`src/rtl/fdtd_step_seq_if.sv`:
```
// rtl/fdtd_step_seq_if.sv - control/status bundle between fdtd_step_seq and its neighbours
// perf_cyc_o exists only when FDTD_STEP_PERF_EN is defined.
interface fdtd_step_seq_if #(
  parameter int STEP_WIDTH = 16
);
  logic                  start_i;
  logic                  abort_i;
  logic [STEP_WIDTH-1:0] step_num_i;
  logic                  Hy_done_i;
  logic                  Ez_done_i;
  logic                  src_done_i;
  logic                  calc_Hy_flg_o;
  logic                  calc_Ez_flg_o;
  logic                  calc_src_flg_o;
  logic                  busy_o;
  logic                  done_o;
  logic                  timeout_o;
  logic [STEP_WIDTH-1:0] step_cnt_o;
`ifdef FDTD_STEP_PERF_EN
  logic [31:0]           perf_cyc_o;
`endif

  modport master (
`ifdef FDTD_STEP_PERF_EN
    input  perf_cyc_o,
`endif
    output start_i, abort_i, step_num_i, Hy_done_i, Ez_done_i, src_done_i,
    input  calc_Hy_flg_o, calc_Ez_flg_o, calc_src_flg_o, busy_o, done_o,
    input  timeout_o, step_cnt_o
  );

  modport slave (
`ifdef FDTD_STEP_PERF_EN
    output perf_cyc_o,
`endif
    input  start_i, abort_i, step_num_i, Hy_done_i, Ez_done_i, src_done_i,
    output calc_Hy_flg_o, calc_Ez_flg_o, calc_src_flg_o, busy_o, done_o,
    output timeout_o, step_cnt_o
  );
endinterface

```
`src/rtl/fdtd_step_seq.sv`:
```
// rtl/fdtd_step_seq.sv - FDTD time-step sequencer issuing Hy/Ez/src phases per step
// Optional busy-cycle counter perf_cyc_o under FDTD_STEP_PERF_EN.
module fdtd_step_seq #(
  parameter int STEP_WIDTH = 16,
  parameter int WDOG_WIDTH = 12,
  parameter int WDOG_LIMIT = 4000
) (
  input  logic           CLK,
  input  logic           RST_N,
  fdtd_step_seq_if.slave bus
);

  typedef enum logic [3:0] {
    IDLE,
    ISSUE_HY,
    WAIT_HY,
    ISSUE_EZ,
    WAIT_EZ,
    ISSUE_SRC,
    WAIT_SRC,
    STEP_CHK,
    FINISH
  } state_t;

  state_t                state_q, state_d;
  logic [STEP_WIDTH-1:0] step_num_q;
  logic [STEP_WIDTH-1:0] step_cnt_q;
  logic                  timeout_q;
  logic [WDOG_WIDTH-1:0] wdog_q;

  logic accept_start;
  logic cnt_inc;
  logic set_timeout;
  logic in_wait;
  logic wdog_hit;

  assign accept_start = (state_q == IDLE) && bus.start_i;
  assign in_wait      = (state_q == WAIT_HY) || (state_q == WAIT_EZ) || (state_q == WAIT_SRC);
  assign wdog_hit     = (wdog_q == WDOG_WIDTH'(WDOG_LIMIT - 1));

  always_ff @(posedge CLK or negedge RST_N) begin
    if (!RST_N) begin
      state_q <= IDLE;
    end else begin
      state_q <= state_d;
    end
  end

  always_comb begin
    state_d     = state_q;
    cnt_inc     = 1'b0;
    set_timeout = 1'b0;
    case (state_q)
      IDLE: begin
        if (bus.start_i) begin
          state_d = (bus.step_num_i != '0) ? ISSUE_HY : FINISH;
        end
      end
      ISSUE_HY:  state_d = WAIT_HY;
      ISSUE_EZ:  state_d = WAIT_EZ;
      ISSUE_SRC: state_d = WAIT_SRC;
      WAIT_HY: begin
        if (bus.Hy_done_i) begin
          state_d = ISSUE_EZ;
        end else if (wdog_hit) begin
          state_d     = FINISH;
          set_timeout = 1'b1;
        end
      end
      WAIT_EZ: begin
        if (bus.Ez_done_i) begin
          state_d = ISSUE_SRC;
        end else if (wdog_hit) begin
          state_d     = FINISH;
          set_timeout = 1'b1;
        end
      end
      WAIT_SRC: begin
        if (bus.src_done_i) begin
          state_d = STEP_CHK;
        end else if (wdog_hit) begin
          state_d     = FINISH;
          set_timeout = 1'b1;
        end
      end
      STEP_CHK: begin
        cnt_inc = 1'b1;
        state_d = ((step_cnt_q + STEP_WIDTH'(1)) == step_num_q) ? FINISH : ISSUE_HY;
      end
      FINISH:  state_d = IDLE;
      default: state_d = IDLE;
    endcase
    // Abort overrides everything decided above, including the step increment.
    if ((state_q != IDLE) && (state_q != FINISH) && bus.abort_i) begin
      state_d     = FINISH;
      cnt_inc     = 1'b0;
      set_timeout = 1'b0;
    end
  end

  always_ff @(posedge CLK or negedge RST_N) begin
    if (!RST_N) begin
      step_num_q <= '0;
      step_cnt_q <= '0;
      timeout_q  <= 1'b0;
      wdog_q     <= '0;
    end else begin
      if (accept_start) begin
        step_num_q <= bus.step_num_i;
        step_cnt_q <= '0;
        timeout_q  <= 1'b0;
      end else begin
        if (cnt_inc) begin
          step_cnt_q <= step_cnt_q + STEP_WIDTH'(1);
        end
        if (set_timeout) begin
          timeout_q <= 1'b1;
        end
      end
      // Outside WAIT states the counter sits at zero, so every WAIT entry starts fresh.
      wdog_q <= in_wait ? (wdog_q + WDOG_WIDTH'(1)) : '0;
    end
  end

`ifdef FDTD_STEP_PERF_EN
  logic [31:0] perf_q;

  always_ff @(posedge CLK or negedge RST_N) begin
    if (!RST_N) begin
      perf_q <= '0;
    end else if (accept_start) begin
      perf_q <= '0;
    end else if ((state_q != IDLE) && (perf_q != 32'hFFFF_FFFF)) begin
      perf_q <= perf_q + 32'd1;
    end
  end

  assign bus.perf_cyc_o = perf_q;
`endif

  assign bus.calc_Hy_flg_o  = (state_q == ISSUE_HY);
  assign bus.calc_Ez_flg_o  = (state_q == ISSUE_EZ);
  assign bus.calc_src_flg_o = (state_q == ISSUE_SRC);
  assign bus.busy_o         = (state_q != IDLE);
  assign bus.done_o         = (state_q == FINISH);
  assign bus.timeout_o      = timeout_q;
  assign bus.step_cnt_o     = step_cnt_q;

endmodule

```
`src/flat_wrapper.sv`:
```
// flat-port wrapper written by rule: the top's interface ports become plain ports
module fdtd_step_seq_flat 
#(
  parameter int STEP_WIDTH = 16,
  parameter int WDOG_WIDTH = 12,
  parameter int WDOG_LIMIT = 4000
)
  (CLK, RST_N, bus_start_i, bus_abort_i, bus_step_num_i, bus_Hy_done_i, bus_Ez_done_i, bus_src_done_i, bus_calc_Hy_flg_o, bus_calc_Ez_flg_o, bus_calc_src_flg_o, bus_busy_o, bus_done_o, bus_timeout_o, bus_step_cnt_o);
  fdtd_step_seq_if #(.STEP_WIDTH(STEP_WIDTH)) bus_i ();
  input  logic CLK;
  input  logic RST_N;
  input wire logic [$bits(bus_i.start_i)-1:0] bus_start_i;
  input wire logic [$bits(bus_i.abort_i)-1:0] bus_abort_i;
  input wire logic [$bits(bus_i.step_num_i)-1:0] bus_step_num_i;
  input wire logic [$bits(bus_i.Hy_done_i)-1:0] bus_Hy_done_i;
  input wire logic [$bits(bus_i.Ez_done_i)-1:0] bus_Ez_done_i;
  input wire logic [$bits(bus_i.src_done_i)-1:0] bus_src_done_i;
  output wire logic [$bits(bus_i.calc_Hy_flg_o)-1:0] bus_calc_Hy_flg_o;
  output wire logic [$bits(bus_i.calc_Ez_flg_o)-1:0] bus_calc_Ez_flg_o;
  output wire logic [$bits(bus_i.calc_src_flg_o)-1:0] bus_calc_src_flg_o;
  output wire logic [$bits(bus_i.busy_o)-1:0] bus_busy_o;
  output wire logic [$bits(bus_i.done_o)-1:0] bus_done_o;
  output wire logic [$bits(bus_i.timeout_o)-1:0] bus_timeout_o;
  output wire logic [$bits(bus_i.step_cnt_o)-1:0] bus_step_cnt_o;
  assign bus_i.start_i = bus_start_i;
  assign bus_i.abort_i = bus_abort_i;
  assign bus_i.step_num_i = bus_step_num_i;
  assign bus_i.Hy_done_i = bus_Hy_done_i;
  assign bus_i.Ez_done_i = bus_Ez_done_i;
  assign bus_i.src_done_i = bus_src_done_i;
  assign bus_calc_Hy_flg_o = bus_i.calc_Hy_flg_o;
  assign bus_calc_Ez_flg_o = bus_i.calc_Ez_flg_o;
  assign bus_calc_src_flg_o = bus_i.calc_src_flg_o;
  assign bus_busy_o = bus_i.busy_o;
  assign bus_done_o = bus_i.done_o;
  assign bus_timeout_o = bus_i.timeout_o;
  assign bus_step_cnt_o = bus_i.step_cnt_o;
  fdtd_step_seq #(.STEP_WIDTH(STEP_WIDTH), .WDOG_WIDTH(WDOG_WIDTH), .WDOG_LIMIT(WDOG_LIMIT)) u_core (.CLK(CLK), .RST_N(RST_N), .bus(bus_i));
endmodule
```
`config.mk`:
```
export PLATFORM = sky130hd
export DESIGN_NAME = fdtd_step_seq_flat
export DESIGN_NICKNAME = d
export VERILOG_FILES = /design/src/rtl/fdtd_step_seq_if.sv /design/src/rtl/fdtd_step_seq.sv /design/src/flat_wrapper.sv
export SDC_FILE = /design/constraint.sdc
export NUM_CORES = 1
export LEC_CHECK = 0
export BUFFER_PORTS_ARGS = -buffer_cell sky130_fd_sc_hd__buf_2
export CAP_MARGIN = 20
export CELL_PAD_IN_SITES_DETAIL_PLACEMENT = 1
export CELL_PAD_IN_SITES_GLOBAL_PLACEMENT = 1
export CORE_ASPECT_RATIO = 1.4
export CORE_MARGIN = 1
export CORE_UTILIZATION = 30
export DETAILED_ROUTE_END_ITERATION = 12
export PLACE_DENSITY = 0.59
export SYNTH_ARGS = -nofsm -noshare
export SYNTH_HDL_FRONTEND = slang
export SYNTH_SLANG_ARGS = --single-unit
```
`constraint.sdc`:
```
create_clock -name CLK -period 2 [get_ports CLK]
set_input_delay 0.4 -clock CLK [delete_from_list [all_inputs] [get_ports CLK]]
set_output_delay 0.4 -clock CLK [all_outputs]
set_load 0.03 [all_outputs]
```
* Yosys cells after proc, flatten, opt, wreduce, memory -nomap -nowiden
Index checks and enable logic that the tools add are counted.
** Storage, ports and cells
- Flip-flop bits (word level) :: 49
- Input port bits :: 23
- Output and inout port bits :: 22
- Logic and storage cells :: 51
** Cells by class
- Add/sub/neg operators :: 2
- Equal/unequal tests :: 12
- Mux-type cells :: 22
- Reduce and logical (&&, ||, !) cells :: 10
** Operator list (number)
- 2-to-1 mux 16 bit :: 2
- 2-to-1 mux 4 bit :: 8
- case mux 4 bit (8 select lines) :: 1
- adder 16 x 1 -> 16 bit (second input constant) :: 1
- equality test 16 bit :: 1
- equality test 4 x 3 -> 1 bit (second input constant) :: 4
- nonzero test 16 bit :: 1
- adder 12 x 1 -> 12 bit (second input constant) :: 1
- equality test 12 bit (second input constant) :: 1
- 2-to-1 mux 12 bit :: 1
- 2-to-1 mux 1 bit :: 9
- equality test 4 x 2 -> 1 bit (second input constant) :: 2
- equality test 4 x 1 -> 1 bit (second input constant) :: 1
- equality test 4 bit (second input constant) :: 1
- logical NOT 4 bit :: 1
- != test 4 bit (second input constant) :: 1
- nonzero test 2 bit :: 2
- nonzero test 4 bit :: 1
- logical AND 1 bit :: 3
- != test 3 bit (second input constant) :: 1
- case mux 1 bit (3 select lines) :: 1
- logical OR 1 bit :: 2

* Logic depth before layout (Yosys ltp)
Gate-level depths: netlist of run 1.
- Depth in word-level cells :: 7
- Gate-level depth with buffers :: 9
- Mapped depth without buffers :: 8

* Worst setup path after synthesis of run 1
Ideal clock, no wire load.
- Path type :: flip-flop to flip-flop
- Start :: register u_core.step_cnt_q[0], in the netlist u_core.bus.step_cnt_o[0]
- End :: register u_core.state_q[0]
- Data arrival time :: 2196 ps
- Required time :: 1868 ps
- Path slack :: -328 ps
- Cell stages (with the launch flop) :: 10
- Period minus slack after synthesis :: 2328 ps
- Cells stage by stage :: dfrtp_1 -> ha_1 -> buf_2 -> nand3_1 -> nor3_2 -> a21oi_1 -> a211oi_2 -> o211ai_2 -> o41ai_2 -> a21oi_1
** On the way
- Longest elaborated chain between the ends :: 5
** Ends and longest elaborated chain
- start: declaration :: RTL line fdtd_step_seq.sv:27 : logic [STEP_WIDTH-1:0] step_cnt_q;
- start signal: assignment :: RTL line fdtd_step_seq.sv:114 : step_cnt_q <= step_cnt_q + STEP_WIDTH'(1);
- adder 16 x 1 -> 16 bit :: RTL line fdtd_step_seq.sv:88 : state_d = ((step_cnt_q + STEP_WIDTH'(1)) == step_num_q) ? FINISH : ISSUE_HY;
- equality test 16 bit :: RTL line fdtd_step_seq.sv:88
- 2-to-1 mux 4 bit :: RTL line fdtd_step_seq.sv:88
- case mux 4 bit (8 select lines) :: RTL line fdtd_step_seq.sv:53 : case (state_q)
- 2-to-1 mux 4 bit :: RTL line fdtd_step_seq.sv:94 : if ((state_q != IDLE) && (state_q != FINISH) && bus.abort_i) begin
- end signal: assignment :: RTL line fdtd_step_seq.sv:45 : state_q <= state_d;
- end: declaration :: RTL line fdtd_step_seq.sv:25 : state_t state_q, state_d;
Every way passes these cells.
A chain may end at the register's enable or synchronous reset.

* Worst setup path after layout of run 1
- Start :: register u_core.step_cnt_q[2], in the netlist u_core.bus.step_cnt_o[2]
- End :: register u_core.state_q[0]
The elaborated chain is that of the path after synthesis.

==> flow_summary.toml, run 1 <==
[global_routing]
antenna_found_initial = 0
grt_pass1_wl_microns = 13700
grt_pass1_vias = 2648
grt.total_usage_pct = 17.5
overflow = 0
grt_max_degree = 35

[placement]
placed_area_sq_um = 3540
place_congestion = 0.796
dp_slack_ns = -0.0645
port_buffers = 44
dpl.hpwl_microns = 6630
dp_cells = 481

[sta]
fin_setup_tns_ns = 0
timing.final.crit_period_ns = 1.98
setup_viol = 0
fin_crit_sh_pct = 98.9
relSlewSlack_pct = 71.3
setup_slack_ns = 0.0223
grt_setup_unrepaired = "true"
hold_ws_ns = 0.0358
finClkSkew_ns = 0.0123
drv_slew = 0
hold_violations = 0
fmax_mhz = 506
tightestPinTransition_ns = 0.430

[logic_synthesis]
synth_warnings = 0
yosys-top-cells-area = "dfrtp_1 42%, mux2_2 6.2%, xnor2_1 5.7%"
avgSynthCellArea_sq_um = 9.58
async_flop_share_pct = 100
synthSimpleGateAreaFrac_pct = 23.2
syn_nets = 329
synth-xor-area-share_pct = 9.32
netlist-cell-type-count = 54
seq_area_frac_synth_pct = 42.1
synth_compound_area_share_pct = 13.1
synth_edf_count = 0
syn-cell-area_sq_um = 2910
synthAdderAreaFrac_pct = 0.859
ys_ff_latch = 49
synth_top_family_by_area = "simple AND/OR/NAND/NOR gates"
synth_cells = 304
synth.largest_area_cell = "dfrtp_1"
ys.flop_type = "dfrtp_1"
synth.mux.area_fraction_pct = 6.87
synth.top_cell.area_share_pct = 42.1

[clock_network]
cts_tree = "done"
clock_latency_ns = 0.30
clk_pin_slew_worst_paths_ns = 0.08
clock_sinks = 49
clockRootBuffer = "clkbuf_16"
cts_buffers = 5
cts_buffer_depth = 2
hold_buffers = 0
cts_max_level = 2

[layout]
final_common_cell = "buf_2"
final_cell_mix = "44 x buf_2, 40 x buf_4, 37 x nor2_1"
fin_util_pct = 39.9
drive_above_1_share_pct = 40.5
seq_area_sq_um = 1240
stdcell_area_sq_um = 3780
fin_cells = 493
multiInputGateArea_sq_um = 1680
fillers = 1114
final_nets = 407
diodes = 0
syn2layout_area_growth_pct = 29.6

[status]
status = "completed"

[floorplan]
core-area_sq_um = 9460
dieHeight_microns = 119
io_pins = 45
dieWidth_microns = 85.3
die_area_sq_um = 10100
initial_utilization_pct = 30.8
row_count = 42

[power]
leakagePower_nw = 1.66
p_per_area_nw_per_um2 = 970
power.total_mw = 3.66
vdd_drop_max_v = 0.000464

[route]
vias = 2534
dr.pass1.iters = 4
drt_iter0_drc = 61
drc = 0
wirelength_microns = 8370
wl_per_cell_microns = 17.0
vias_per_cell = 5.14
ant_nets = 0

[setup_path]
cp.arrival_ns = 2.14
worstSetupStartpointType = "register"
cp-end-kind = "register"
worstPathMaxFanout = 5
critical_path_class = "reg2reg"
cp.required_ns = 2.17

[hold_path]
hold_path.class = "in2async"

[run]
drv_cap = 0
==> logic make-up (layout without fill, tap and decap cells) <==
| kind of cell | Yosys count | in the layout |
|---|---|---|
| simple gates | 122 | 122 |
| compound gates | 61 | 61 |
| flops | 49 | 49 |
| xor+xnor | 31 | 31 |
| buf+inv | 21 | 100 |
| mux | 18 | 18 |
| fa+ha+maj | 2 | 2 |
==> worst max-delay path, cell delays in order, from the launching register on <==
cell      delay [ns]
dfrtp_2         0.45
nand4_4         0.13
or2_4           0.29
xnor2_2         0.14
mux2i_1         0.23
o211ai_2        0.14
o41ai_2         0.36
a21oi_1         0.10
==> synthesized netlist by cell type (3+ instances only) <==
library cell  count
nand3_1          10
nor3_1            6
nand4_1           7
nor4_1            6
buf_6             5
and2_1            3
dfrtp_1          49
nand2_1          23
xor2_1           12
xnor2_1          19
inv_1             5
or3_1             6
a21oi_1          12
o31ai_1           6
clkbuf_1          6
o21ai_0          29
nor2_1           37
mux2_2           16
==> worst paths after layout <==
| path | cells past startpoint | startpoint | slack [ns] | endpoint |
|---|---|---|---|---|
| setup / recovery | 7 | u_core.bus.step_cnt_o[2] | 0.02 | u_core.state_q[0] |
| hold / removal | 1 | RST_N | 0.04 | u_core.step_num_q[4] |
| setup reg to reg | 7 | u_core.bus.step_cnt_o[2] | 0.02 | u_core.state_q[0] |
| hold reg to reg | 1 | u_core.wdog_q[0] | 0.48 | u_core.wdog_q[0] |
| max in group asynchronous | 2 | RST_N | 1.42 | u_core.bus.step_cnt_o[0] |
| min in group CLK | 2 | bus_start_i | 0.35 | u_core.bus.timeout_o |
==> registers in the layout (all words and copies together) (netlist names) <==
signal	count
u_core.bus.timeout_o	1
u_core.bus.step_cnt_o	16
u_core.wdog_q	12
u_core.state_q	4
u_core.step_num_q	16
==> repair_timing <==
action	in CTS	in global routing
endpoints found under the hold margin	0	0
setup buffers	1	3
pin swaps	7	8
setup endpoints to repair	3	4
gates resized for setup	4	8
==> per-layer routing <==
layer / GRT usage (%) / wire length [microns]
met1: 20.7 / 3480
met2: 32.5 / 4600
met3: 2.51 / 217
met4: 4.79 / 78
met5: 0 / 0
==> cell type report <==
class | instances | area share, %
Clock buffer | 5 | 3.31
Clock inverter | 3 | 0.563
Inverter | 6 | 0.596
Multi-Input combinational cell | 234 | 44.4
Sequential cell | 49 | 32.9
Tap cell | 110 | 3.64
Timing Repair Buffer | 86 | 14.6
==> where the power goes <==
group | internal (mW) | total, mW | switching (mW)
logic | 0.651 | 1.40 | 0.746
clock network | 0.467 | 0.868 | 0.401
registers | 1.20 | 1.40 | 0.197
total | 2.32 | 3.66 | 1.34
Power figures use the tool's default switching activity.
==> run 2, diff against run 1 <==
Settings changed: CORE_UTILIZATION 30 to 39, CTS_CLUSTER_DIAMETER set to 100, PLACE_DENSITY 0.59 to 0.73, REMOVE_ABC_BUFFERS set to 1.
==> run 2 against run 1 <==
  * The flow now finishes with violations (negative setup slack)
  * Design area fell by 2.0%
  * Register-to-register slack got worse by 0.14 ns
  * Clock power fell by 26%
  * Critical endpoint unchanged
  * Combinational power rose by 9%
  * Largest cell class unchanged
  * Worst hold slack improved by 0.0068 ns
==> flow_summary.toml, run 2 (same netlist as run 1, synthesis figures left out) <==
[sta]
fin_crit_sh_pct = 106
timing.final.crit_period_ns = 2.12
setup_slack_ns = -0.116
drv_slew = 0
hold_violations = 0
fmax_mhz = 473
tightestPinTransition_ns = 0.726
setup_viol = 1
relSlewSlack_pct = 51.6
grt_setup_unrepaired = "true"
finClkSkew_ns = 0.0117

[route]
drc = 0
drt-met1-wl_microns = 3250
drt_iter0_drc = 77
wirelength_microns = 8500
met3_wirelength_microns = 226
ant_nets = 0
vias = 2675
vias_per_cell = 5.50
wl_per_cell_microns = 17.5
dr.pass1.iters = 4
met2WireLength_microns = 4710
highest_layer = "met4"

[setup_path]
worstPathMaxFanout = 4
cp.required_ns = 2.20
worstSetupStartpointType = "register"
cp.arrival_ns = 2.31
cp-end-kind = "register"
critical_path_class = "reg2reg"

[placement]
port_buffers = 44
dp_cells = 472
place_congestion = 0.816
dpl.hpwl_microns = 6450

[floorplan]
dieWidth_microns = 75.0
io_pins = 45
dieHeight_microns = 104
row_count = 36
die_area_sq_um = 7820
initial_utilization_pct = 41.2
core-area_sq_um = 7070

[layout]
final_common_cell = "buf_4"
final_cell_mix = "48 x buf_4, 47 x dfrtp_1, 43 x buf_2"
multiInputGateArea_sq_um = 1620
drive_above_1_share_pct = 38.1
fillers = 853
diodes = 0
final_nets = 415
seq_area_sq_um = 1230
syn2layout_area_growth_pct = 27.1
fin_cells = 486

[clock_network]
cts_tree = "done"
clk_pin_slew_worst_paths_ns = 0.10
cts_buffers = 5
clock_latency_ns = 0.32
cts_buffer_depth = 2
clock_sinks = 49
hold_buffers = 0
clockRootBuffer = "clkbuf_8"
cts_max_level = 2

[power]
comb_power_share_pct = 42.9
net-switching-power_mw = 1.37
leakagePower_nw = 1.66
p_int_mw = 2.18
power.total_mw = 3.55
vdd_drop_max_v = 0.000890
p_per_area_nw_per_um2 = 958
clkPwrFrac_pct = 18.1
switching_share_pct = 38.7
p_seq_share_pct = 39.0

[status]
failed_checks = "negative setup slack"
status = "complete, but fails checks"

[global_routing]
grt.total_usage_pct = 23.5
antenna_found_initial = 0
overflow = 0
grt_pass1_wl_microns = 14000
grt_max_degree = 50
grt_pass1_vias = 2872

[hold_path]
hold_path.class = "in2async"

[run]
drv_cap = 0
-- run 2: repair_timing --
item                       CTS  global route
buffers inserted             2             4
setup endpoints to repair    3             7
pin swaps                    4             4
resized for setup            8            14
-- run 2: final timing paths --
path | start | to | slack (ns) | cells past startpoint
setup / recovery | u_core.bus.step_cnt_o[1] | u_core.state_q[0] | -0.12 | 8
hold / removal | RST_N | u_core.step_num_q[2] | 0.04 | 2
setup reg to reg | u_core.bus.step_cnt_o[1] | u_core.state_q[0] | -0.12 | 8
hold reg to reg | u_core.wdog_q[0] | u_core.wdog_q[0] | 0.47 | 1
max in group asynchronous | RST_N | u_core.bus.step_cnt_o[5] | 1.69 | 2
min in group CLK | bus_step_num_i[12] | u_core.step_num_q[12] | 0.32 | 2
-- run 2: final cells by class --
cell class	instances	area share [%]
Multi-Input combinational cell	234	43.7
Sequential cell	49	33.2
Tap cell	95	3.21
Clock buffer	5	1.86
Inverter	6	0.609
Timing Repair Buffer	94	16.7
Clock inverter	3	0.676
-- run 2: worst max-delay path, cell delays in order, from the launching register on --
cell and delay (ns):
dfrtp_1 0.41, ha_2 0.26, and3_4 0.21, nand3_2 0.09, buf_4 0.15, a211oi_2 0.25
o211ai_2 0.14, o41ai_2 0.36, a21oi_1 0.12
-- run 2: per-stage QoR --
| stage | hold slack, ns | setup WS (ns) | instance area (sq um) | util [%] | setup TNS [ns] |
|---|---|---|---|---|---|
| global placement | 0.411 | -0.197 | 3480 | 49.2 | -0.268 |
| global route | 0.0610 | -0.218 | 3700 | 52.3 | -0.330 |
| finish | 0.0426 | -0.116 | 3700 | 52.3 | -0.116 |
| detailed placement | 0.414 | -0.222 | 3480 | 49.3 | -0.324 |
| CTS | 0.0642 | -0.126 | 3630 | 51.3 | -0.126 |
| floorplan | 0.104 | -0.354 | 2800 | - | -0.635 |
-- run 2: metal layers --
| metal | track usage (%) | vias up |
|---|---|---|
| met5 | 0 | - |
| met4 | 9.70 | 0 |
| met3 | 3.59 | 22 |
| met2 | 42.1 | 48 |
| met1 | 26.7 | 1346 |
| li1 | - | 1259 |
-- run 2: power groups by stage --
stage,Clock (mW),Sequential [mW],Combinational (mW)
floorplan,0,1.37,0.923
global placement,0,1.39,1.33
detailed placement,0,1.40,1.38
CTS,0.650,1.38,1.42
global route,0.698,1.41,1.65
finish,0.643,1.38,1.52
==> run 3, diff against run 2 <==
--- a/config.mk
+++ b/config.mk
@@ -13,6 +13,6 @@
 export CORE_MARGIN = 1
-export CORE_UTILIZATION = 39
+export CORE_UTILIZATION = 47
 export CTS_CLUSTER_DIAMETER = 100
 export DETAILED_ROUTE_END_ITERATION = 12
-export PLACE_DENSITY = 0.73
+export PLACE_DENSITY = 0.83
 export REMOVE_ABC_BUFFERS = 1
==> constraint.sdc (replaced) <==
create_clock -name CLK -period 2.5 [get_ports CLK]
set_input_delay 0.125 -clock CLK [delete_from_list [all_inputs] [get_ports CLK]]
set_output_delay 0.125 -clock CLK [all_outputs]
set_load 0.03 [all_outputs]
==> run 3 against run 2 <==
  * The flow now finishes without violations
  * Worst hold slack improved by 0.014 ns
  * Combinational power shrank 34%
  * Count of clock-buffer cells in the layout grew 1
  * Fmax decreased by 11%
  * Die area decreased by 17%
  * Sequential share of layout area rose by 4.0 points
  * Core utilization up 3.5 points
==> flow_summary.toml, run 3 (same netlist as run 1, synthesis figures left out) <==
[sta]
fmax_mhz = 421
timing.final.crit_period_ns = 2.37
finClkSkew_ns = 0.00595
fin_setup_tns_ns = 0
fin_crit_sh_pct = 94.9
tightestPinTransition_ns = 0.630
hold_violations = 0
drv_slew = 0
relSlewSlack_pct = 58.0
setup_viol = 0
hold_ws_ns = 0.0564

[clock_network]
cts_buffers = 5
clk_pin_slew_worst_paths_ns = 0.09
clock_latency_ns = 0.31
cts_tree = "done"
clock_sinks = 49
cts_buffer_depth = 2
cts_max_level = 2
clockRootBuffer = "clkbuf_8"
cts_post_setup_buffers_inserted = 0

[hold_path]
hold_path.class = "in2reg"
min_from = "bus_start_i"

[floorplan]
dieWidth_microns = 68.5
row_count = 33
die_area_sq_um = 6520
io_pins = 45
dieHeight_microns = 95.1
core-area_sq_um = 5900
initial_utilization_pct = 49.3

[layout]
stdcell_area_sq_um = 3300
diodes = 0
final_cell_mix = "49 x dfrtp_1, 44 x buf_2, 37 x nor2_1"
final_common_cell = "dfrtp_1"
syn2layout_area_growth_pct = 13.1
fillers = 711
drive_above_1_share_pct = 27.1
fin_util_pct = 55.8
final_nets = 378
fin_cells = 424

[route]
drc = 0
vias = 2522
drt_iter0_drc = 150
ant_nets = 0
dr.pass1.iters = 4
wirelength_microns = 8010
wl_per_cell_microns = 18.9
vias_per_cell = 5.95

[setup_path]
cp.required_ns = 2.69
regToRegStartpoint = "u_core.bus.step_cnt_o[0]"
cp-end-kind = "register"
worstPathMaxFanout = 8
cp.arrival_ns = 2.56
critical_path_class = "reg2reg"
crit_start = "u_core.bus.step_cnt_o[0]"
worstSetupStartpointType = "register"

[global_routing]
grt_pass1_vias = 2641
grt_max_degree = 36
antenna_found_initial = 0
overflow = 0
grt_pass1_wl_microns = 12900
grt.total_usage_pct = 27.1

[placement]
dpl.hpwl_microns = 6020
placed_area_sq_um = 3190
place_congestion = 0.859
port_buffers = 44
dp_cells = 414

[power]
p_per_area_nw_per_um2 = 793
vdd_drop_max_v = 0.000641
leakagePower_nw = 1.45

[status]
status = "completed"

[run]
drv_cap = 0
-- run 3: final timing paths --
path	cells after the start	to	slack [ns]
hold reg to reg	1	u_core.wdog_q[0]	0.46
max in group asynchronous	3	u_core.step_num_q[11]	1.46
min in group asynchronous	2	u_core.bus.step_cnt_o[6]	0.25
hold / removal	2	u_core.bus.timeout_o	0.06
setup / recovery	8	u_core.state_q[0]	0.13
setup reg to reg	8	u_core.state_q[0]	0.13
-- run 3: metrics by stage --
step | setup slack [ns] | total power [mW]
final | 0.126 | 2.61
after global routing | -0.00137 | 2.76
after CTS | 0.0817 | 2.62
after detailed placement | 0.145 | 2.14
after global placement | 0.239 | 2.11
after floorplan | 0.146 | 1.83
-- run 3: timing repair --
item / 4_1_cts / 5_1_grt
hold buffers: 1 / 0
hold endpoints to repair: 14 / 0
gates resized for setup: 0 / 1
setup endpoints to repair: 0 / 2
-- run 3: critical path: stages, from the launching register on --
cell and delay, ns:
dfrtp_1 0.51, ha_2 0.33, and3_4 0.23, nand3_2 0.12, nor3_1 0.30, xnor2_1 0.18, o211ai_2 0.12, o41ai_2 0.35
a21oi_1 0.10
-- run 3: final cells by class --
cell class	count	area, sq um	share of cell area (%)
flip-flops and latches	49	1230	37.2
clock buffers	6	72.6	2.20
inverters	6	22.5	0.683
clock inverters	2	10.0	0.304
repair buffers	57	320	9.72
well taps	70	87.6	2.66
multi-input cells	234	1560	47.2
-- run 3: where the power goes --
group          switching (mW)  internal (mW)  leakage, nW
sequential              0.169          0.959        0.646
combinational           0.562          0.453        0.754
clock                   0.276          0.195       0.0450
total                    1.01           1.61         1.45
-- run 3: metal layers --
metal / GRT usage, % / vias up / part of all wire, %
li1: - / 1185 / -
met2: 47.2 / 62 / 54
met5: 0 / - / 0
met3: 3.47 / 21 / 3.1
met4: 12.8 / 0 / 3.3
met1: 32.0 / 1254 / 40
